## src/rtl/uart_tx_arbiter.sv

```systemverilog
// Round-robin arbiter that shares one uart transmit path among N byte producers,
// supporting locked multi-byte bursts and recovery from a uart that never goes busy.
module uart_tx_arbiter #(
  parameter int N            = 4,
  parameter int BUSY_TIMEOUT = 16
) (
  input  logic           clk,
  input  logic           nRst,
  input  logic [N-1:0]   req,
  input  logic [N-1:0]   lock,
  input  logic [8*N-1:0] data,
  output logic [N-1:0]   grant,
  output logic [N-1:0]   ack,
  output logic           err,
  output logic           transmit,
  output logic [7:0]     data_tx,
  input  logic           busy_tx
);
  localparam int PTR_W = $clog2(N);
  localparam int CNT_W = $clog2(BUSY_TIMEOUT);
  localparam logic [CNT_W-1:0] CNT_LAST = CNT_W'(BUSY_TIMEOUT - 1);

  typedef enum logic [1:0] {IDLE, LAUNCH, WAIT_BUSY, WAIT_DONE} state_t;

  state_t           state, state_n;
  logic [N-1:0]     grant_n, ack_n;
  logic             err_n, transmit_n;
  logic [7:0]       data_tx_n;
  logic [PTR_W-1:0] ptr, ptr_n, owner, owner_n, sel;
  logic             sel_vld;
  logic [CNT_W-1:0] cnt, cnt_n;

  function automatic logic [PTR_W-1:0] ptr_add(input logic [PTR_W-1:0] base, input int step);
    int sum;
    sum = int'(base) + step;
    if (sum >= N) sum = sum - N;
    return PTR_W'(sum);
  endfunction

  // Scan from the far end back toward ptr so the closest requester wins.
  always_comb begin
    sel     = '0;
    sel_vld = 1'b0;
    for (int k = N - 1; k >= 0; k--) begin
      if (req[ptr_add(ptr, k)]) begin
        sel     = ptr_add(ptr, k);
        sel_vld = 1'b1;
      end
    end
  end

  always_comb begin
    state_n    = state;
    grant_n    = grant;
    ack_n      = '0;
    err_n      = 1'b0;
    transmit_n = 1'b0;
    data_tx_n  = data_tx;
    ptr_n      = ptr;
    owner_n    = owner;
    cnt_n      = cnt;
    case (state)
      IDLE: begin
        if (!busy_tx && sel_vld) begin
          owner_n      = sel;
          grant_n      = '0;
          grant_n[sel] = 1'b1;
          data_tx_n    = data[{sel, 3'b000} +: 8];
          state_n      = LAUNCH;
        end
      end
      LAUNCH: begin
        transmit_n = 1'b1;
        cnt_n      = '0;
        state_n    = WAIT_BUSY;
      end
      WAIT_BUSY: begin
        if (busy_tx) begin
          ack_n   = grant;
          state_n = WAIT_DONE;
        end else if (cnt == CNT_LAST) begin
          err_n   = 1'b1;
          grant_n = '0;
          ptr_n   = ptr_add(owner, 1);
          state_n = IDLE;
        end else begin
          cnt_n = cnt + 1'b1;
        end
      end
      WAIT_DONE: begin
        // A locked owner with another byte pending keeps the path without rearbitration.
        if (!busy_tx) begin
          if (lock[owner] && req[owner]) begin
            data_tx_n = data[{owner, 3'b000} +: 8];
            state_n   = LAUNCH;
          end else begin
            grant_n = '0;
            ptr_n   = ptr_add(owner, 1);
            state_n = IDLE;
          end
        end
      end
      default: state_n = IDLE;
    endcase
  end

  always_ff @(posedge clk) begin
    if (nRst) begin
      state    <= IDLE;
      grant    <= '0;
      ack      <= '0;
      err      <= 1'b0;
      transmit <= 1'b0;
      data_tx  <= 8'h00;
      ptr      <= '0;
      owner    <= '0;
      cnt      <= '0;
    end else begin
      state    <= state_n;
      grant    <= grant_n;
      ack      <= ack_n;
      err      <= err_n;
      transmit <= transmit_n;
      data_tx  <= data_tx_n;
      ptr      <= ptr_n;
      owner    <= owner_n;
      cnt      <= cnt_n;
    end
  end
endmodule

```

## config.mk

```make
export PLATFORM = sky130hd
export DESIGN_NAME = uart_tx_arbiter
export DESIGN_NICKNAME = d
export VERILOG_FILES = /design/src/rtl/uart_tx_arbiter.sv
export SDC_FILE = /design/constraint.sdc
export NUM_CORES = 1
export LEC_CHECK = 0
export ABC_CLOCK_PERIOD_IN_PS = 2200
export BUFFER_PORTS_ARGS = -buffer_cell sky130_fd_sc_hd__buf_2
export CAP_MARGIN = 20
export CELL_PAD_IN_SITES_DETAIL_PLACEMENT = 0
export CELL_PAD_IN_SITES_GLOBAL_PLACEMENT = 2
export CORE_ASPECT_RATIO = 2
export CORE_MARGIN = 1
export CORE_UTILIZATION = 24
export DETAILED_ROUTE_END_ITERATION = 16
export PLACE_DENSITY = 0.72
export SLEW_MARGIN = 20
export SYNTH_ARGS = -nofsm -noshare
export SYNTH_HDL_FRONTEND = slang
export SYNTH_SLANG_ARGS = --single-unit
```

## constraint.sdc

```tcl
create_clock -name clk -period 2.2 [get_ports clk]
set_clock_uncertainty 0.05 [all_clocks]
set_input_delay 0.22 -clock clk [delete_from_list [all_inputs] [get_ports clk]]
set_output_delay 0.22 -clock clk [all_outputs]
set_load 0.005 [all_outputs]
```

# Yosys cells after proc, flatten, opt, wreduce, memory -nomap -nowiden
# Index checks and enable logic that the tools add are counted.
# word_totals
reg_bits	28
in_bits	43
elab_cells	117
# op_classes
addsub	10
magnitude_cmp	12
eq_ne	12
shifts	2
n_mux	53
bitwise	2
reduce_logical	17
# op_table
cell	n
$shiftx A32 B6 Y8	2
$mux W2	17
$mux W4	7
$mux W8	3
$lt A2 B3 Y1 const B	6
$pmux W8 S2	1
$mux W1	14
$ne A2 B2 Y1 const B	7
$bmux W1 S2	6
$ge A3 B3 Y1 const B	4
$pmux W4 S3	1
$sub A2 B1 Y2 const B	5
$pmux W2 S4	1
$pmux W4 S2	1
$add A2 B1 Y3 const B	2
$add A2 B2 Y3 const B	2
$reduce_and A3 Y1	2
$reduce_and A6 Y1	1
$reduce_bool A2 Y1	3
$reduce_or A3 Y1	2
$reduce_and A5 Y1	1
$add A4 B1 Y4 const B	1
$eq A2 B2 Y1 const B	2
$eq A4 B4 Y1 const B	1
13 further kinds	16

# Logic depth before layout (Yosys ltp)
# logic_depth
ltp_word	15
ltp_mapped	8
mapped_depth_nobuf	6

# Worst setup path before layout
# OpenSTA, ideal clock, no wires.
# synth_path
path_kind	reg-to-reg
startpoint	register owner[1]
endpoint	register data_tx[0]
arrival_time_ns	1.970
required_time_ns	2.068
path_slack_ns	0.098
stages_incl_launch_ff	7
cell_sequence	dfxtp_1 > mux4_2 > o31a_1 > buf_6 > or3b_1 > buf_6 > o221ai_1
# synth_via
elab_chain_len	5
# synth_rtl
element	line	rtl
start, declared	29	logic [PTR_W-1:0] ptr, ptr_n, owner, owner_n, sel;
start signal, assigned	126	owner <= owner_n;
parallel branches: the longest is 5 deep, another holds $shiftx A32 B6 Y8	--	
end signal, assigned	124	data_tx <= data_tx_n;
end, declared	16	output logic [7:0] data_tx,
# Parallel ways; which one is timed is not known. The select of a mux whose other input is x is not followed.
# A chain may end at the register's enable or synchronous reset.

# Worst setup path after layout
# Ends and elaborated chain as after synthesis.

==> results.rst <==
.. list-table::
   :header-rows: 1

   * - Metric
     - Value
   * - Worst-path maximum fanout
     - 8
   * - Instance count of the mapped netlist
     - 163
   * - Average routed wire per standard cell
     - 13.7 microns
   * - CTS H-Tree Depth
     - 1
   * - Largest net degree at the start of global routing
     - 30
   * - IO Count
     - 61
   * - Die Outline Area
     - 0.00663 sq mm
   * - Post-synthesis cell type count
     - 42
   * - Height of the chip
     - 114 microns
   * - Sw Share
     - 23.7%
   * - Setup repair after global routing missed its margin
     - no
   * - Final Cycle Share
     - 95.2%
   * - Post-synth net total
     - 207
   * - Clock transition time at the flip-flop clock pins of the worst setup and hold paths
     - 0.07 ns
   * - Count of final hold-check violations
     - 0
   * - Pwr Total
     - 1.33 mW
   * - Post-synthesis cell type with the largest combined area
     - sky130_fd_sc_hd__dfxtp_1
   * - Number of buffers added for setup after CTS
     - 0
   * - Warning count from the yosys run
     - 0
   * - Post-Synthesis Mean Instance Area
     - 9.27 sq um
   * - Critical path cell sequence
     - mux4_2 > o31a_1 > or3b_1 > o221ai_1
   * - Vias after detailed routing
     - 1429
   * - Horizontal extent of the die
     - 58.1 microns
   * - Num Clock Sinks
     - 28
   * - Headroom to the max-slew limit
     - 64.5%
   * - Minimum clock period
     - 2.09 ns
   * - Hold-fix buffers, CTS
     - 0
   * - Sequential fraction of the synthesis area
     - 37.1%
   * - Net Switching
     - 316 uW
   * - Initial detailed-routing violation count
     - 38
   * - Clock Path Buffers
     - 2
   * - Clk pwr share
     - 40.6%
   * - Post-route DRC
     - 0
   * - Biggest cell delay along the critical path
     - 0.55 ns
   * - HPWL reported at the end of detailed placement
     - 3370 microns
   * - VDD IR max
     - 0.000244 V
   * - Wire length of the first global-routing pass
     - 6750 microns
   * - Slowest cell on the critical path
     - sky130_fd_sc_hd__mux4_2
   * - Endpoint class of the critical path
     - register
   * - Most frequent cells after synthesis
     - sky130_fd_sc_hd__dfxtp_1 (28), sky130_fd_sc_hd__mux2i_1 (18), sky130_fd_sc_hd__a21oi_1 (10), sky130_fd_sc_hd__nand2_1 (10)
   * - Max Cap Viol
     - 0
   * - Signed area change from the synthesized netlist to the final layout
     - 33.5%
   * - Post-detailed-route count of antenna-violating nets
     - 0
   * - Logic pwr share
     - 18.2%
   * - Effective utilization at floorplan
     - 24.9%
   * - Clk Latency, worst-skew pair
     - 0.26 ns
   * - Count of pins over their slew limit
     - 0
   * - Count of input and output buffers
     - 60
   * - Internal Power
     - 1.02 mW
   * - Setup TNS after final layout
     - 0 ns
   * - Transition time at the pin with the least slew margin
     - 0.525 ns
   * - Cells resized by post-CTS repair
     - 0
   * - Final weighted congestion in routability-driven placement
     - 0.725
   * - Overall routing resource usage
     - 13.3%
   * - CTS tree
     - yes
   * - Worst Hold Slack
     - 0.202 ns
   * - Type of the worst setup path
     - register to register
   * - Antenna violations before repair
     - 0
   * - Arrival time worst endpoint
     - 2.23 ns
   * - Vias per Instance
     - 4.64
   * - Area of the core region
     - 0.00606 sq mm
   * - Status
     - finished, final reports clean
   * - Final setup violation count
     - 0
   * - Worst hold path class
     - primary input to register
   * - Number of global-route vias before repair
     - 1443
   * - Worst-case setup slack after placement
     - 0.0527 ns
   * - Count of state elements after synthesis
     - 28
   * - Max frequency
     - 0.477 GHz
   * - Final Worst Setup Slack
     - 0.105 ns
   * - Required time at the worst-slack endpoint
     - 2.33 ns
   * - Relative contribution of sequential cells to total power
     - 41.2%
   * - Layout filler cell count
     - 648
   * - Category of the worst setup path launch point
     - register
   * - Fin nets
     - 269
   * - Total wire length
     - 4230 microns
   * - Post-synthesis cell area
     - 0.00151 sq mm
   * - Number of enable flip-flop cells after synthesis
     - 0
   * - Static Leakage
     - 0.929 nW
   * - Ranking of synthesized cells by area
     - sky130_fd_sc_hd__dfxtp_1 (37%), sky130_fd_sc_hd__mux2i_1 (12%), sky130_fd_sc_hd__o221ai_1 (4.6%)
   * - Master cell of the clock root buffer
     - sky130_fd_sc_hd__clkbuf_16
   * - Number of placement rows
     - 40
   * - Overflow after GRT
     - 0
   * - Num CTS Buffers
     - 3
   * - Power density over the cells
     - 662 mW/mm^2
   * - Most frequent cell after synthesis
     - sky130_fd_sc_hd__dfxtp_1
   * - Layout cell share with drive strength beyond 1
     - 36.2%
   * - Antenna diode count
     - 0
   * - Fraction of registers with async set or reset after synthesis
     - 0%
   * - R2R setup slack
     - 0.11 ns
   * - Main synth FF type
     - sky130_fd_sc_hd__dfxtp_1
   * - Fraction of synthesized cell area taken by the top area cell type
     - 37.1%
   * - Pre-antenna DRT Iters
     - 4
power by group through the flow:
stage / Sequential (mW) / Combinational [mW] / Clock, mW
after floorplan: 0.562 / 0.144 / 0
after global placement: 0.560 / 0.246 / 0
after detailed placement: 0.561 / 0.246 / 0
after CTS: 0.549 / 0.247 / 0.558
after global routing: 0.553 / 0.269 / 0.581
final: 0.549 / 0.243 / 0.542
path summary, 6_finish.rpt:
path,from,cells after the start,endpoint
setup reg to reg,owner[1],4,data_tx[0]
hold reg to reg,grant[3],1,ack[3]
setup / recovery,owner[1],4,data_tx[0]
hold / removal,data[11],3,data_tx[3]
state kept, by name (all words and copies together), names as in the netlist:
signal	count
data_tx	8
ack	4
cnt	4
grant	4
owner	2
ptr	2
state	2
err	1
transmit	1
worst max-delay path: cells and delay by family, from the launching register on:
family / cells / cell delay (ns)
flip-flops: 1 / 0.36
AO/OA/AOI/OAI: 2 / 0.56
multiplexers: 1 / 0.55
AND/OR/NAND/NOR: 1 / 0.50
per-layer routing:
layer | wire, microns | global-route usage, %
met2 | 2390 | 27.0
met5 | 0 | 0
met3 | 212 | 2.49
met1 | 1520 | 11.8
met4 | 112 | 5.56
metrics by stage:
| stage | area (sq um) | utilization, % | std cells |
|---|---|---|---|
| floorplan | 1510 | - | 163 |
| global placement | 1910 | 31.5 | 304 |
| detailed placement | 1910 | 31.5 | 304 |
| CTS | 2020 | 33.3 | 308 |
| global route | 2020 | 33.3 | 308 |
| finish | 2020 | 33.3 | 308 |
area by class of cell:
| class | count | area (sq um) | area share, % |
|---|---|---|---|
| sequential | 28 | 561 | 27.8 |
| multi-input combinational | 122 | 865 | 42.9 |
| tap | 84 | 105 | 5.21 |
| timing repair buffer | 68 | 373 | 18.5 |
| clock buffer | 3 | 75.1 | 3.72 |
| inverter | 2 | 7.51 | 0.372 |
| clock inverter | 1 | 30.0 | 1.49 |
cells in the final DEF (no fill, tap or decap), types with 2 or more instances in the layout:
cell type	instances
sky130_fd_sc_hd__dfxtp_1	28
sky130_fd_sc_hd__nand2b_1	3
sky130_fd_sc_hd__o21ai_0	6
sky130_fd_sc_hd__or3_1	3
sky130_fd_sc_hd__nor2_1	9
sky130_fd_sc_hd__clkbuf_16	3
sky130_fd_sc_hd__mux2i_1	18
sky130_fd_sc_hd__o21bai_1	2
sky130_fd_sc_hd__nor3_1	2
sky130_fd_sc_hd__a21oi_1	10
sky130_fd_sc_hd__nand3b_1	9
sky130_fd_sc_hd__and3_1	2
sky130_fd_sc_hd__nor4_1	3
sky130_fd_sc_hd__o211ai_1	2
sky130_fd_sc_hd__inv_1	2
sky130_fd_sc_hd__o221ai_1	8
sky130_fd_sc_hd__nand2_1	10
sky130_fd_sc_hd__or4_1	2
sky130_fd_sc_hd__and2_1	5
sky130_fd_sc_hd__mux2_2	2
sky130_fd_sc_hd__a31oi_1	2
sky130_fd_sc_hd__buf_4	7
sky130_fd_sc_hd__nor2b_1	5
sky130_fd_sc_hd__buf_2	60
sky130_fd_sc_hd__nand3_1	3
cells by family after synthesis:
kind of cell	Yosys count	synth area share, %
and+or+nand+nor	64	24.9
AOI/OAI and AO/OA	34	15.5
DFF	28	37.1
muxes	21	14.9
buffers and inverters	13	5.63
xor gates and xnor gates	2	1.16
adders and majority gates	1	0.828
Note: power is estimated with default switching activity, not from simulation.
